===== src/rtl/flg_addr_gen_if.sv =====
// Flag address generator bus: offset-triple input, read-pair output, word result.
// slave = generator side, master = driver side (flag-offset stage, MAC fetch).
`timescale 1ns/1ps
interface flg_addr_gen_if #(
  parameter int DATA_WIDTH = 32,
  parameter int ADDR_WIDTH = 10,
  parameter int OFF_W      = $clog2(DATA_WIDTH)
);
  logic                  I_Sta;
  logic [ADDR_WIDTH-1:0] I_Base_Act;
  logic [ADDR_WIDTH-1:0] I_Base_Wei;
  logic                  I_Off_Val;
  logic                  O_Off_Rdy;
  logic                  I_ValFlag;
  logic [OFF_W-1:0]      I_Offset_Act;
  logic [OFF_W-1:0]      I_Offset_Wei;
  logic                  O_Rd_Val;
  logic                  I_Rd_Rdy;
  logic [ADDR_WIDTH-1:0] O_RdAddr_Act;
  logic [ADDR_WIDTH-1:0] O_RdAddr_Wei;
  logic                  O_Done;
  logic [OFF_W:0]        O_PairCnt;
  logic [ADDR_WIDTH-1:0] O_NextBase_Act;
  logic [ADDR_WIDTH-1:0] O_NextBase_Wei;

  modport slave (
    input  I_Sta, I_Base_Act, I_Base_Wei,
    input  I_Off_Val, I_ValFlag,
    input  I_Offset_Act, I_Offset_Wei,
    input  I_Rd_Rdy,
    output O_Off_Rdy, O_Rd_Val,
    output O_RdAddr_Act, O_RdAddr_Wei,
    output O_Done, O_PairCnt,
    output O_NextBase_Act, O_NextBase_Wei
  );

  modport master (
    output I_Sta, I_Base_Act, I_Base_Wei,
    output I_Off_Val, I_ValFlag,
    output I_Offset_Act, I_Offset_Wei,
    output I_Rd_Rdy,
    input  O_Off_Rdy, O_Rd_Val,
    input  O_RdAddr_Act, O_RdAddr_Wei,
    input  O_Done, O_PairCnt,
    input  O_NextBase_Act, O_NextBase_Wei
  );
endinterface


===== src/rtl/flg_addr_gen.sv =====
// Turns per-match (offset_act, offset_wei, valflag) triples into absolute
// compressed-buffer read pairs; ports: clk, rst_n, bus (flg_addr_gen_if.slave).
`timescale 1ns/1ps
module flg_addr_gen #(
  parameter int DATA_WIDTH = 32,
  parameter int ADDR_WIDTH = 10,
  parameter int OFF_W      = $clog2(DATA_WIDTH)
) (
  input  logic           clk,
  input  logic           rst_n,
  flg_addr_gen_if.slave  bus
);

  typedef enum logic [1:0] {
    S_IDLE,
    S_RUN,
    S_DRAIN,
    S_DONE
  } state_t;

  state_t r_state;
  state_t w_state_n;

  logic [ADDR_WIDTH-1:0] r_ptr_act;
  logic [ADDR_WIDTH-1:0] r_ptr_wei;
  logic [OFF_W:0]        r_cnt;
  logic                  r_rd_val;
  logic [ADDR_WIDTH-1:0] r_rd_act;
  logic [ADDR_WIDTH-1:0] r_rd_wei;
  logic [OFF_W:0]        r_pair_cnt;
  logic [ADDR_WIDTH-1:0] r_nb_act;
  logic [ADDR_WIDTH-1:0] r_nb_wei;

  logic                  w_off_rdy;
  logic                  w_xfer;
  logic                  w_hit;
  logic                  w_drained;
  logic [ADDR_WIDTH-1:0] w_off_act;
  logic [ADDR_WIDTH-1:0] w_off_wei;
  logic [ADDR_WIDTH-1:0] w_inc;

  // I_Sta takes priority over any offset triple offered alongside it.
  assign w_off_rdy = (r_state == S_RUN) & ~bus.I_Sta
                   & (~r_rd_val | bus.I_Rd_Rdy);
  assign w_xfer    = bus.I_Off_Val & w_off_rdy;
  assign w_hit     = w_xfer & bus.I_ValFlag;
  assign w_drained = ~r_rd_val | bus.I_Rd_Rdy;

  assign w_off_act = ADDR_WIDTH'(bus.I_Offset_Act);
  assign w_off_wei = ADDR_WIDTH'(bus.I_Offset_Wei);
  // A match consumes its own slot too, so the pointer steps one past it.
  assign w_inc     = ADDR_WIDTH'(bus.I_ValFlag);

  always_ff @(posedge clk or negedge rst_n) begin
    if (!rst_n) r_state <= S_IDLE;
    else        r_state <= w_state_n;
  end

  always_comb begin
    w_state_n = r_state;
    if (bus.I_Sta) begin
      w_state_n = S_RUN;
    end else begin
      unique case (r_state)
        S_IDLE:  w_state_n = S_IDLE;
        S_RUN: begin
          if (w_xfer && !bus.I_ValFlag)
            w_state_n = S_DRAIN;
        end
        S_DRAIN: begin
          if (w_drained) w_state_n = S_DONE;
        end
        S_DONE:  w_state_n = S_IDLE;
        default: w_state_n = S_IDLE;
      endcase
    end
  end

  always_ff @(posedge clk or negedge rst_n) begin
    if (!rst_n) begin
      r_ptr_act  <= '0;
      r_ptr_wei  <= '0;
      r_cnt      <= '0;
      r_rd_val   <= 1'b0;
      r_rd_act   <= '0;
      r_rd_wei   <= '0;
      r_pair_cnt <= '0;
      r_nb_act   <= '0;
      r_nb_wei   <= '0;
    end else if (bus.I_Sta) begin
      r_ptr_act <= bus.I_Base_Act;
      r_ptr_wei <= bus.I_Base_Wei;
      r_cnt     <= '0;
      r_rd_val  <= 1'b0;
    end else begin
      if (w_xfer) begin
        r_ptr_act <= r_ptr_act + w_off_act + w_inc;
        r_ptr_wei <= r_ptr_wei + w_off_wei + w_inc;
      end
      if (w_hit) begin
        r_rd_val <= 1'b1;
        r_rd_act <= r_ptr_act + w_off_act;
        r_rd_wei <= r_ptr_wei + w_off_wei;
        r_cnt    <= r_cnt + (OFF_W+1)'(1);
      end else if (bus.I_Rd_Rdy) begin
        r_rd_val <= 1'b0;
      end
      // Result registers load on entry to DONE so they are valid with O_Done.
      if (r_state == S_DRAIN && w_drained) begin
        r_pair_cnt <= r_cnt;
        r_nb_act   <= r_ptr_act;
        r_nb_wei   <= r_ptr_wei;
      end
    end
  end

  assign bus.O_Off_Rdy      = w_off_rdy;
  assign bus.O_Rd_Val       = r_rd_val;
  assign bus.O_RdAddr_Act   = r_rd_act;
  assign bus.O_RdAddr_Wei   = r_rd_wei;
  assign bus.O_Done         = (r_state == S_DONE) & ~bus.I_Sta;
  assign bus.O_PairCnt      = r_pair_cnt;
  assign bus.O_NextBase_Act = r_nb_act;
  assign bus.O_NextBase_Wei = r_nb_wei;

endmodule


===== src/flat_wrapper.sv =====
// flat-port wrapper written by rule: the top's interface ports become plain ports
module flg_addr_gen_flat 
#(
  parameter int DATA_WIDTH = 32,
  parameter int ADDR_WIDTH = 10,
  parameter int OFF_W      = $clog2(DATA_WIDTH)
)
  (clk, rst_n, bus_I_Sta, bus_I_Base_Act, bus_I_Base_Wei, bus_I_Off_Val, bus_I_ValFlag, bus_I_Offset_Act, bus_I_Offset_Wei, bus_I_Rd_Rdy, bus_O_Off_Rdy, bus_O_Rd_Val, bus_O_RdAddr_Act, bus_O_RdAddr_Wei, bus_O_Done, bus_O_PairCnt, bus_O_NextBase_Act, bus_O_NextBase_Wei);
  flg_addr_gen_if #(.DATA_WIDTH(DATA_WIDTH), .ADDR_WIDTH(ADDR_WIDTH), .OFF_W(OFF_W)) bus_i ();
  input  logic clk;
  input  logic rst_n;
  input wire logic [$bits(bus_i.I_Sta)-1:0] bus_I_Sta;
  input wire logic [$bits(bus_i.I_Base_Act)-1:0] bus_I_Base_Act;
  input wire logic [$bits(bus_i.I_Base_Wei)-1:0] bus_I_Base_Wei;
  input wire logic [$bits(bus_i.I_Off_Val)-1:0] bus_I_Off_Val;
  input wire logic [$bits(bus_i.I_ValFlag)-1:0] bus_I_ValFlag;
  input wire logic [$bits(bus_i.I_Offset_Act)-1:0] bus_I_Offset_Act;
  input wire logic [$bits(bus_i.I_Offset_Wei)-1:0] bus_I_Offset_Wei;
  input wire logic [$bits(bus_i.I_Rd_Rdy)-1:0] bus_I_Rd_Rdy;
  output wire logic [$bits(bus_i.O_Off_Rdy)-1:0] bus_O_Off_Rdy;
  output wire logic [$bits(bus_i.O_Rd_Val)-1:0] bus_O_Rd_Val;
  output wire logic [$bits(bus_i.O_RdAddr_Act)-1:0] bus_O_RdAddr_Act;
  output wire logic [$bits(bus_i.O_RdAddr_Wei)-1:0] bus_O_RdAddr_Wei;
  output wire logic [$bits(bus_i.O_Done)-1:0] bus_O_Done;
  output wire logic [$bits(bus_i.O_PairCnt)-1:0] bus_O_PairCnt;
  output wire logic [$bits(bus_i.O_NextBase_Act)-1:0] bus_O_NextBase_Act;
  output wire logic [$bits(bus_i.O_NextBase_Wei)-1:0] bus_O_NextBase_Wei;
  assign bus_i.I_Sta = bus_I_Sta;
  assign bus_i.I_Base_Act = bus_I_Base_Act;
  assign bus_i.I_Base_Wei = bus_I_Base_Wei;
  assign bus_i.I_Off_Val = bus_I_Off_Val;
  assign bus_i.I_ValFlag = bus_I_ValFlag;
  assign bus_i.I_Offset_Act = bus_I_Offset_Act;
  assign bus_i.I_Offset_Wei = bus_I_Offset_Wei;
  assign bus_i.I_Rd_Rdy = bus_I_Rd_Rdy;
  assign bus_O_Off_Rdy = bus_i.O_Off_Rdy;
  assign bus_O_Rd_Val = bus_i.O_Rd_Val;
  assign bus_O_RdAddr_Act = bus_i.O_RdAddr_Act;
  assign bus_O_RdAddr_Wei = bus_i.O_RdAddr_Wei;
  assign bus_O_Done = bus_i.O_Done;
  assign bus_O_PairCnt = bus_i.O_PairCnt;
  assign bus_O_NextBase_Act = bus_i.O_NextBase_Act;
  assign bus_O_NextBase_Wei = bus_i.O_NextBase_Wei;
  flg_addr_gen #(.DATA_WIDTH(DATA_WIDTH), .ADDR_WIDTH(ADDR_WIDTH), .OFF_W(OFF_W)) u_core (.clk(clk), .rst_n(rst_n), .bus(bus_i));
endmodule

===== config.mk =====
export PLATFORM = sky130hd
export DESIGN_NAME = flg_addr_gen_flat
export DESIGN_NICKNAME = d
export VERILOG_FILES = /design/src/rtl/flg_addr_gen_if.sv /design/src/rtl/flg_addr_gen.sv /design/src/flat_wrapper.sv
export SDC_FILE = /design/constraint.sdc
export NUM_CORES = 1
export LEC_CHECK = 0
export ABC_AREA = 1
export CAP_MARGIN = 15
export CORE_ASPECT_RATIO = 0.9
export CORE_MARGIN = 3
export CORE_UTILIZATION = 52
export CTS_CLUSTER_SIZE = 30
export DETAILED_ROUTE_END_ITERATION = 12
export PLACE_DENSITY = 0.81
export SYNTH_ARGS = -nofsm -noshare
export SYNTH_HDL_FRONTEND = slang
export SYNTH_SLANG_ARGS = --single-unit

===== constraint.sdc =====
create_clock -name clk -period 3.4 [get_ports clk]
set_input_delay 0.51 -clock clk [delete_from_list [all_inputs] [get_ports clk]]
set_output_delay 0.51 -clock clk [all_outputs]
set_load 0.005 [all_outputs]

==> results of run 1 <==
[layout make-up]
| class | instances | area [um2] | share of cell area, % |
|---|---|---|---|
| flip-flops and latches | 75 | 1877 | 35.01 |
| inverters | 61 | 229.0 | 4.271 |
| clock inverters | 6 | 115.1 | 2.147 |
| clock buffers | 9 | 123.9 | 2.310 |
| multi-input cells | 382 | 2021 | 37.69 |
| well taps | 96 | 120.1 | 2.240 |
| repair buffers | 89 | 875.8 | 16.34 |
[through the flow]
| stage | hold slack (ns) | setup slack (ns) | util [%] | cell area (um2) |
|---|---|---|---|---|
| CTS | 0.3328 | 0.9276 | 69.67 | 5361 |
| floorplan | 0.2144 | 1.197 | - | 4219 |
| finish | 0.2716 | 0.8866 | 69.67 | 5361 |
| detailed placement | 0.4740 | 0.5657 | 66.57 | 5122 |
| global placement | 0.4646 | 0.6537 | 66.57 | 5122 |
| global route | 0.3819 | 0.6990 | 69.67 | 5361 |
[flip-flops by register name, summed over array words and instances, names as in the netlist]
register	cells
u_core.r_cnt	6
u_core.bus.O_RdAddr_Wei	10
u_core.bus.O_RdAddr_Act	10
u_core.bus.O_NextBase_Act	10
u_core.bus.O_NextBase_Wei	10
u_core.r_ptr_wei	10
u_core.bus.O_PairCnt	6
u_core.r_ptr_act	10
u_core.r_state	2
u_core.bus.O_Rd_Val	1
[cell usage after synthesis, types with 4 or more instances]
cell	number
dfrtp_1	75
nand2_2	6
nor2_2	4
ha_1	19
nand2_1	165
clkbuf_1	4
o21ai_0	47
buf_4	4
a31oi_1	5
nand4_1	5
inv_2	4
nor2_1	28
nand3_1	54
mux2_2	9
buf_2	5
inv_1	57
o211ai_1	4
a21oi_1	8
[metal layers]
metal / routed length [um] / share of wire, % / global-route usage [%]
met5: 0 / 0 / 0
met4: 237 / 2.2 / 8.638
met3: 804 / 7.6 / 6.452
met2: 4882 / 46 / 37.39
met1: 4677 / 44 / 33.37
[cells by family (layout without fill, tap and decap cells)]
kind of cell / after synthesis / in the layout / share of synthesized area, %
buffers and inverters: 76 / 165 / 7.621
adders and majority gates: 21 / 21 / 6.584
DFF: 75 / 75 / 44.48
muxes: 9 / 9 / 2.402
and+or+nand+nor: 272 / 272 / 27.91
xor gates and xnor gates: 6 / 6 / 1.246
AOI/OAI and AO/OA: 74 / 74 / 9.757
[power by group through the flow]
stage | clock (mW) | combinational, mW | sequential [mW]
floorplan | 0 | 0.848 | 1.41
global placement | 0 | 1.58 | 1.42
detailed placement | 0 | 1.63 | 1.43
CTS | 0.843 | 1.65 | 1.42
global route | 0.883 | 1.84 | 1.46
finish | 0.826 | 1.64 | 1.42
[how the worst min path moves through the flow]
stage                                               end                                    from  cells after the start  slack [ns]
2_1_floorplan  u_core.bus.O_NextBase_Act[0]$_DFFE_PN0P_                                   rst_n                      0        0.21
3_3_place_gp     u_core.bus.O_RdAddr_Act[9]$_DFFE_PN0P_  u_core.bus.O_RdAddr_Act[9]$_DFFE_PN0P_                      2        0.46
3_5_place_dp     u_core.bus.O_RdAddr_Wei[8]$_DFFE_PN0P_  u_core.bus.O_RdAddr_Wei[8]$_DFFE_PN0P_                      2        0.47
4_1_cts          u_core.bus.O_RdAddr_Act[6]$_DFFE_PN0P_                                   rst_n                      1        0.33
5_1_grt             u_core.bus.O_PairCnt[1]$_DFFE_PN0P_                                   rst_n                      1        0.38
6_report         u_core.bus.O_RdAddr_Act[8]$_DFFE_PN0P_                                   rst_n                      1        0.27
[cell usage in the layout (no fill, tap or decap), types with 8 or more instances in the layout]
cell             instances
nand3_1                 54
mux2_2                   9
nand2_1                165
ha_1                    19
clkbuf_8                 9
a21oi_1                  8
clkdlybuf4s50_1         83
o21ai_0                 47
nor2_1                  28
inv_1                   57
dfrtp_1                 75
==> results.cfg, run 1 <==
[worst_setup_path]
critPathCaptureType = flop
worst_r2r_endpoint = u_core.r_cnt[5]$_DFFE_PN0P_
cp-endpoint = u_core.r_ptr_act[6]$_DFFE_PN0P_
timing.rr.start = u_core.r_state[1]$_DFFE_PN0P_
cp.depth = 11
cp_slowest_stage_delay_ns = 0.55
arrival_ns = 2.74
critPathTopFamily = adder cells
critPathMaxFanout = 4
cp-start-kind = input port
path_cells = clkdlybuf4s50_1 -> ha_1 -> fa_1 -> ha_1 -> inv_1 -> nor2_1 -> nand3_2 -> nor2_1 -> nand2_1 -> nand3_1 -> o211ai_1
worstRegToRegCells = 11
crit_path_top_delay_cell = fa_1
path_buf_inv = 2
r2r_slack_ns = 1.02
cp-startpoint = bus_I_Offset_Act[0]
crit_type = in2reg
crit_required_ns = 3.63

[synthesis]
syn_area_mm2 = 0.004219
syn-instance-count = 533
async_flop_share_pct = 100.0
synthTopCellsByArea = dfrtp_1, nand2_1, nand3_1, ha_1, o21ai_0
synthDistinctLibCells = 36
seq_area_frac_synth_pct = 44.48
synth_flop_cell = dfrtp_1
synth_top_area_share_pct = 44.48
ys_ff_latch = 75
synth_nets = 590
synth.largest_area_cell = dfrtp_1
avgSynthCellArea_um2 = 7.916
ys.warnings.count = 0
synth_edf_count = 0

[run]
drv_cap = 0

[floorplanning]
start_util_pct = 54.83
boundaryPins = 85
chipWidth_um = 100.9
die_y_um = 91.45
dieArea_mm2 = 0.009231
core_area_mm2 = 0.007695
placementRows = 30

[route]
drc = 0
drtAntennaViolNets = 0
first_pass_iters = 5
wire_per_inst_um = 14.76
drt_iter0_drc = 279
dr_total_vias = 3907
via_per_inst = 5.442
wl_um = 10600

[pwr]
power_leakage_nw = 2.591
power_density_mw_per_mm2 = 724.7
irDropWorstVdd_v = 0.0004329
sequentialPowerShare_pct = 36.6
power_frac_clock_pct = 21.3
finalPower_mw = 3.886
p_int_mw = 2.523
p_sw_share_pct = 35.07
p_comb_share_pct = 42.2
p_switching_mw = 1.363

[sta]
tns_ns = 0
post-route-period-util_pct = 73.93
post-route-min-period_ns = 2.513
report.final.slew_viol_count = 0
finalHoldViolCount = 0
finClkSkew_ns = 0.005941
tightest_slew_ns = 0.9448
grt_setup_unrepaired = no
timing.fmax_ghz = 0.3979
setup-violations-final = 0
maxSlewHeadroom_pct = 37.01

[outcome]
status = complete, no violations

[clock_tree]
numClockSinks = 75
postCtsSetupBuffers = 0
clock-root-buffer = clkbuf_8
post_cts_resized = 0
cts_tree = built
holdBufCountCts = 0
ctsLongestPathBuffers = 2
numCtsBuffers = 9
htreeDepth = 3
clk_pin_slew_worst_paths_ns = 0.08
clock_latency_ns = 0.35

[finish]
n_fill_cell = 610
final_nets = 675
drive_above_1_share_pct = 8.521
syn2layout_area_growth_pct = 27.08
n_antenna_cell = 0
final_cells = 718

[global_routing]
first_global_vias = 3895
grt_start_max_net_pins = 76
grt_remaining_overflow = 0
antenna_found_initial = 0
grtUsageTotal_pct = 24.42
grt_pass1_wl_um = 18080

[hold_path]
min_path_type = in2async

[placement]
dp.cells = 703
gp_congestion = 0.9454
dp_hpwl_um = 7644
io_buffers = 84
No activity file was read; power rests on OpenSTA's default activity.
==> run 2: changes to the inputs <==
Settings changed: CORE_UTILIZATION 52 to 47, PLACE_DENSITY 0.81 to 0.77.
Clock period 3.4 ns to 2.1 ns, I/O delays scaled along.
==> run 2 against run 1 <==
Register-to-register slack worse by 1.0 ns. Clock skew is 0.0021 ns higher. Die area is 10% higher. Sequential share of layout area fell by 4.2 points. Non-clock buffer count up 64. Final cell count grew 12%. Core utilization is 0.78 points higher. Combinational power is 110% higher.
==> results.cfg, run 2 (synthesis gave the netlist of run 1 again) <==
[floorplanning]
die_y_um = 95.89
chipWidth_um = 105.9
dieArea_mm2 = 0.01015
start_util_pct = 48.78
placementRows = 32
boundaryPins = 85
core_area_mm2 = 0.008648

[sta]
setup_slack_ns = 0.005740
maxSlewHeadroom_pct = 63.54
tightest_slew_ns = 0.5469
timing.fmax_ghz = 0.4775
post-route-period-util_pct = 99.73
finalHoldViolCount = 0
grt_setup_unrepaired = yes
finClkSkew_ns = 0.008068
report.final.slew_viol_count = 0
setup-violations-final = 0
post-route-min-period_ns = 2.094

[clock_tree]
htreeDepth = 3
clock-root-buffer = clkbuf_8
clk_pin_slew_worst_paths_ns = 0.08
numCtsBuffers = 9
clock_latency_ns = 0.36
numClockSinks = 75
ctsLongestPathBuffers = 2
cts_tree = built

[global_routing]
grt_pass1_wl_um = 19200
grt_remaining_overflow = 0
grtUsageMet3_pct = 4.963
grtUsageMet2_pct = 38.96
antenna_found_initial = 0
first_global_vias = 4099
use_met1_pct = 31.10
grt_start_max_net_pins = 42
grt_most_used_layer = met2
grtUsageTotal_pct = 23.72

[route]
drtAntennaViolNets = 0
drt_iter0_drc = 209
drc = 0
via_per_inst = 5.177
dr_total_vias = 4173
wl_um = 11910
first_pass_iters = 6
wire_per_inst_um = 14.78

[pwr]
irDropWorstVdd_v = 0.0005950
power_leakage_nw = 2.945
power_density_mw_per_mm2 = 1134

[finish]
mostFrequentLayoutCell = nand2_1
final_nets = 739
post-route-util_pct = 70.46
drive_above_1_share_pct = 23.58
stdcell_area_mm2 = 0.006093
syn2layout_area_growth_pct = 44.42
n_antenna_cell = 0
final_cell_mix = nand2_1, clkdlybuf4s50_1, dfrtp_1, buf_4, inv_1

[worst_setup_path]
critPathCaptureType = flop
r2r_slack_ns = 0.006
cp-start-kind = input port
crit_path_top_delay_cell = fa_2
critPathMaxFanout = 4
arrival_ns = 2.34
crit_type = in2reg
cp_slowest_stage_delay_ns = 0.58
crit_required_ns = 2.34
path_cells = clkdlybuf4s50_1 -> ha_2 -> fa_2 -> buf_6 -> nand2_4 -> nor2_4 -> nand3_4 -> nor2_4 -> nand4_1 -> nand3_1 -> nand3_1

[placement]
io_buffers = 84
gp_congestion = 0.8977
postPlaceCellArea_mm2 = 0.005554
place_ws_ns = -0.5127
dp_hpwl_um = 8566

[run]
drv_cap = 0

[outcome]
status = complete, no violations

[hold_path]
min_path_type = in2reg
[run 2: cell count changes in the layout (fill, tap and decap cells not counted), sizes merged]
cell,delta
clkinvlp,+1
dlygate4sd3,+1
dlymetal6s2s,+2
clkinv,-1
clkbuf,+1
clkdlybuf4s50,-3
buf,+63
inv,+1
dlygate4sd2,+1
bufinv,-1
[run 2: worst max-delay path, delay by kind of cell]
family,cells,cell delay [ns]
adders and majority gates,2,0.79
buffers and inverters,2,0.55
and+or+nand+nor,7,0.68
[run 2: report_power, final]
group          total (mW)  internal, mW  leakage [nW]  switching (mW)
registers            2.27          1.95         0.940           0.322
logic                3.38          1.77          1.90            1.61
clock network        1.26         0.672         0.103           0.585
[run 2: worst paths after layout]
| path | startpoint | end | depth (start not counted) |
|---|---|---|---|
| max | bus_I_Offset_Act[0] | u_core.r_ptr_act[7]$_DFFE_PN0P_ | 11 |
| min | bus_I_Offset_Wei[0] | u_core.bus.O_RdAddr_Wei[0]$_DFFE_PN0P_ | 5 |
| max reg2reg | u_core.r_ptr_wei[0]$_DFFE_PN0P_ | u_core.r_ptr_wei[3]$_DFFE_PN0P_ | 12 |
| min reg2reg | u_core.bus.O_RdAddr_Wei[5]$_DFFE_PN0P_ | u_core.bus.O_RdAddr_Wei[5]$_DFFE_PN0P_ | 2 |
| max in group asynchronous | rst_n | u_core.bus.O_RdAddr_Act[6]$_DFFE_PN0P_ | 3 |
| min in group asynchronous | rst_n | u_core.bus.O_RdAddr_Wei[8]$_DFFE_PN0P_ | 2 |
[run 2: what timing repair did]
item                       CTS  global route
hold buffers                 1             0
gates resized for setup     21            48
pin swaps                   12            24
hold endpoints to repair    39             0
buffers inserted             7             4
setup endpoints to repair    9            13
[run 2: metal layers]
metal / wire length [um] / part of all wire, %
met4: 279 / 2.3
met3: 615 / 5.2
met1: 5365 / 45
met5: 0 / 0
met2: 5648 / 47
[run 2: through the flow]
step / power (mW) / instances / hold slack [ns] / setup TNS (ns)
after floorplan: 3.659 / 533 / 0.01941 / 0
after global placement: 5.203 / 778 / 0.3365 / -5.667
after detailed placement: 5.302 / 778 / 0.3344 / -7.435
after CTS: 6.673 / 802 / 0.4856 / -0.1035
after global routing: 7.414 / 806 / 0.4808 / -0.8923
final: 6.910 / 806 / 0.4585 / 0
[run 2: final cells by class]
class,instances,area [um2]
well taps,119,148.9
flip-flops and latches,75,1877
clock buffers,10,127.6
repair buffers,153,1383
multi-input cells,382,2240
fillers,695,2555
inverters,61,229.0
clock inverters,6,88.84
==> run 3: changes to the inputs <==
Settings changed: CELL_PAD_IN_SITES_DETAIL_PLACEMENT from default to 1, CELL_PAD_IN_SITES_GLOBAL_PLACEMENT from default to 1, CORE_ASPECT_RATIO 0.9 to 1.1, CORE_UTILIZATION 47 to 34, PLACE_DENSITY 0.77 to default, PLACE_DENSITY_LB_ADDON from default to 0.1.
==> run 3 against run 2 <==
The flow now finishes with violations (negative setup slack). Setup slack got worse by 0.014 ns. Clock-buffer cell count up 1. Final cell count up 4.7%. Non-clock buffer count rose by 3. Cell area up 4.2%.
==> results.cfg, run 3 (synthesis gave the netlist of run 1 again) <==
[pwr]
power_leakage_nw = 3.020
irDropWorstVdd_v = 0.0004518
power_density_mw_per_mm2 = 1159

[route]
first_pass_iters = 4
drt_iter0_drc = 127
wire_per_inst_um = 16.29
dr_total_vias = 4251
drtAntennaViolNets = 0
wl_um = 13750
drc = 0
via_per_inst = 5.037

[finish]
multi_input_area_mm2 = 0.002346
n_fill_cell = 1458
final_nets = 742
drive_above_1_share_pct = 26.52
final_cell_mix = nand2_1, clkdlybuf4s50_1, dfrtp_1, buf_4, inv_1
post-route-util_pct = 52.54
mostFrequentLayoutCell = nand2_1
regArea_mm2 = 0.001877
n_antenna_cell = 0
syn2layout_area_growth_pct = 50.50

[global_routing]
grtUsageMet3_pct = 2.663
grtUsageMet2_pct = 37.00
antenna_found_initial = 0
first_global_vias = 4561
grt_pass1_wl_um = 22490
use_met1_pct = 24.95
grtUsageTotal_pct = 20.63
grt_most_used_layer = met2
grt_start_max_net_pins = 38
grt_remaining_overflow = 0

[worst_setup_path]
critPathTopFamily = simple AND/OR/NAND/NOR gates
crit_path_top_delay_cell = fa_2
critPathMaxFanout = 3
arrival_ns = 2.34
timing.rr.start = u_core.r_ptr_wei[0]$_DFFE_PN0P_
critPathCaptureType = flop
path_cells = ha_2 -> inv_2 -> fa_2 -> inv_2 -> nand2_2 -> nor2_2 -> nand3_2 -> nor2_4 -> nand2_4 -> nor2_4 -> nand2_2 -> nand3_2 -> nand3_2
path_buf_inv = 2
crit_required_ns = 2.33
crit_type = reg2reg
cp-start-kind = flop
cp_slowest_stage_delay_ns = 0.42
cp_common_cell = nand3_2
cp-startpoint = u_core.r_ptr_wei[0]$_DFFE_PN0P_

[clock_tree]
numClockSinks = 75
clk_pin_slew_worst_paths_ns = 0.06
htreeDepth = 3
numCtsBuffers = 9
ctsLongestPathBuffers = 2
cts_tree = built
clock-root-buffer = clkbuf_16
clock_latency_ns = 0.34

[placement]
io_buffers = 84
gp_congestion = 0.8575
place_ws_ns = -0.5027
dp_hpwl_um = 10260

[outcome]
violations = negative setup slack
status = finished with violations

[floorplanning]
boundaryPins = 85
start_util_pct = 34.91
core_area_mm2 = 0.01209
dieArea_mm2 = 0.01378
placementRows = 42
chipWidth_um = 112.2
die_y_um = 122.8

[sta]
timing.fmax_ghz = 0.4744
grt_setup_unrepaired = yes
finClkSkew_ns = 0.005406
tightest_slew_ns = 0.4434
post-route-period-util_pct = 100.4
setup_slack_ns = -0.007945
post-route-min-period_ns = 2.108
setup-violations-final = 2
maxSlewHeadroom_pct = 70.41
report.final.slew_viol_count = 0
finalHoldViolCount = 0

[hold_path]
min_path_type = in2async

[run]
drv_cap = 0
## run 3: area by class of cell
| class | count | area share, % |
|---|---|---|
| tap | 154 | 3.034 |
| multi-input combinational | 382 | 36.95 |
| clock inverter | 5 | 0.4335 |
| clock buffer | 11 | 3.980 |
| timing repair buffer | 156 | 22.36 |
| inverter | 61 | 3.685 |
| sequential | 75 | 29.56 |
## run 3: per-stage QoR
stage          hold WS, ns  power [mW]  std cells  TNS [ns]  area, um2
2_1_floorplan      0.01941       3.659        533         0       4219
3_3_place_gp        0.1770       5.324        815    -6.749       5625
3_5_place_dp        0.1733       5.441        815    -8.062       5625
4_1_cts             0.3595       7.135        839         0       6065
5_1_grt             0.3774       7.914        844   -0.7255       6350
6_report            0.3645       7.361        844  -0.01371       6350
## run 3: metal layers
metal / part of all wire, % / up-vias
met5: 0 / -
met4: 1.9 / 0
met3: 3.2 / 22
met2: 52 / 70
met1: 43 / 2125
li1: - / 2034
## run 3: timing repair
action	CTS	global route
setup buffers	7	5
pin swaps	21	35
gates resized for setup	36	61
hold endpoints to repair	11	0
hold buffers	1	0
endpoints found under the setup margin	11	18
## run 3: final timing paths
check / endpoint / slack (ns) / cells past startpoint
setup / recovery: u_core.r_ptr_wei[7]$_DFFE_PN0P_ / -0.008 / 13
hold reg to reg: u_core.bus.O_RdAddr_Act[8]$_DFFE_PN0P_ / 0.48 / 2
max in group asynchronous: u_core.r_cnt[1]$_DFFE_PN0P_ / 1.14 / 3
min in group clk: u_core.bus.O_RdAddr_Wei[0]$_DFFE_PN0P_ / 0.46 / 5
hold / removal: u_core.r_ptr_act[7]$_DFFE_PN0P_ / 0.36 / 2
setup reg to reg: u_core.r_ptr_wei[7]$_DFFE_PN0P_ / -0.008 / 13
## run 3: report_power, final
group / switching, mW / internal (mW)
sequential: 0.347 / 1.96
clock: 0.643 / 0.857
combinational: 1.70 / 1.86
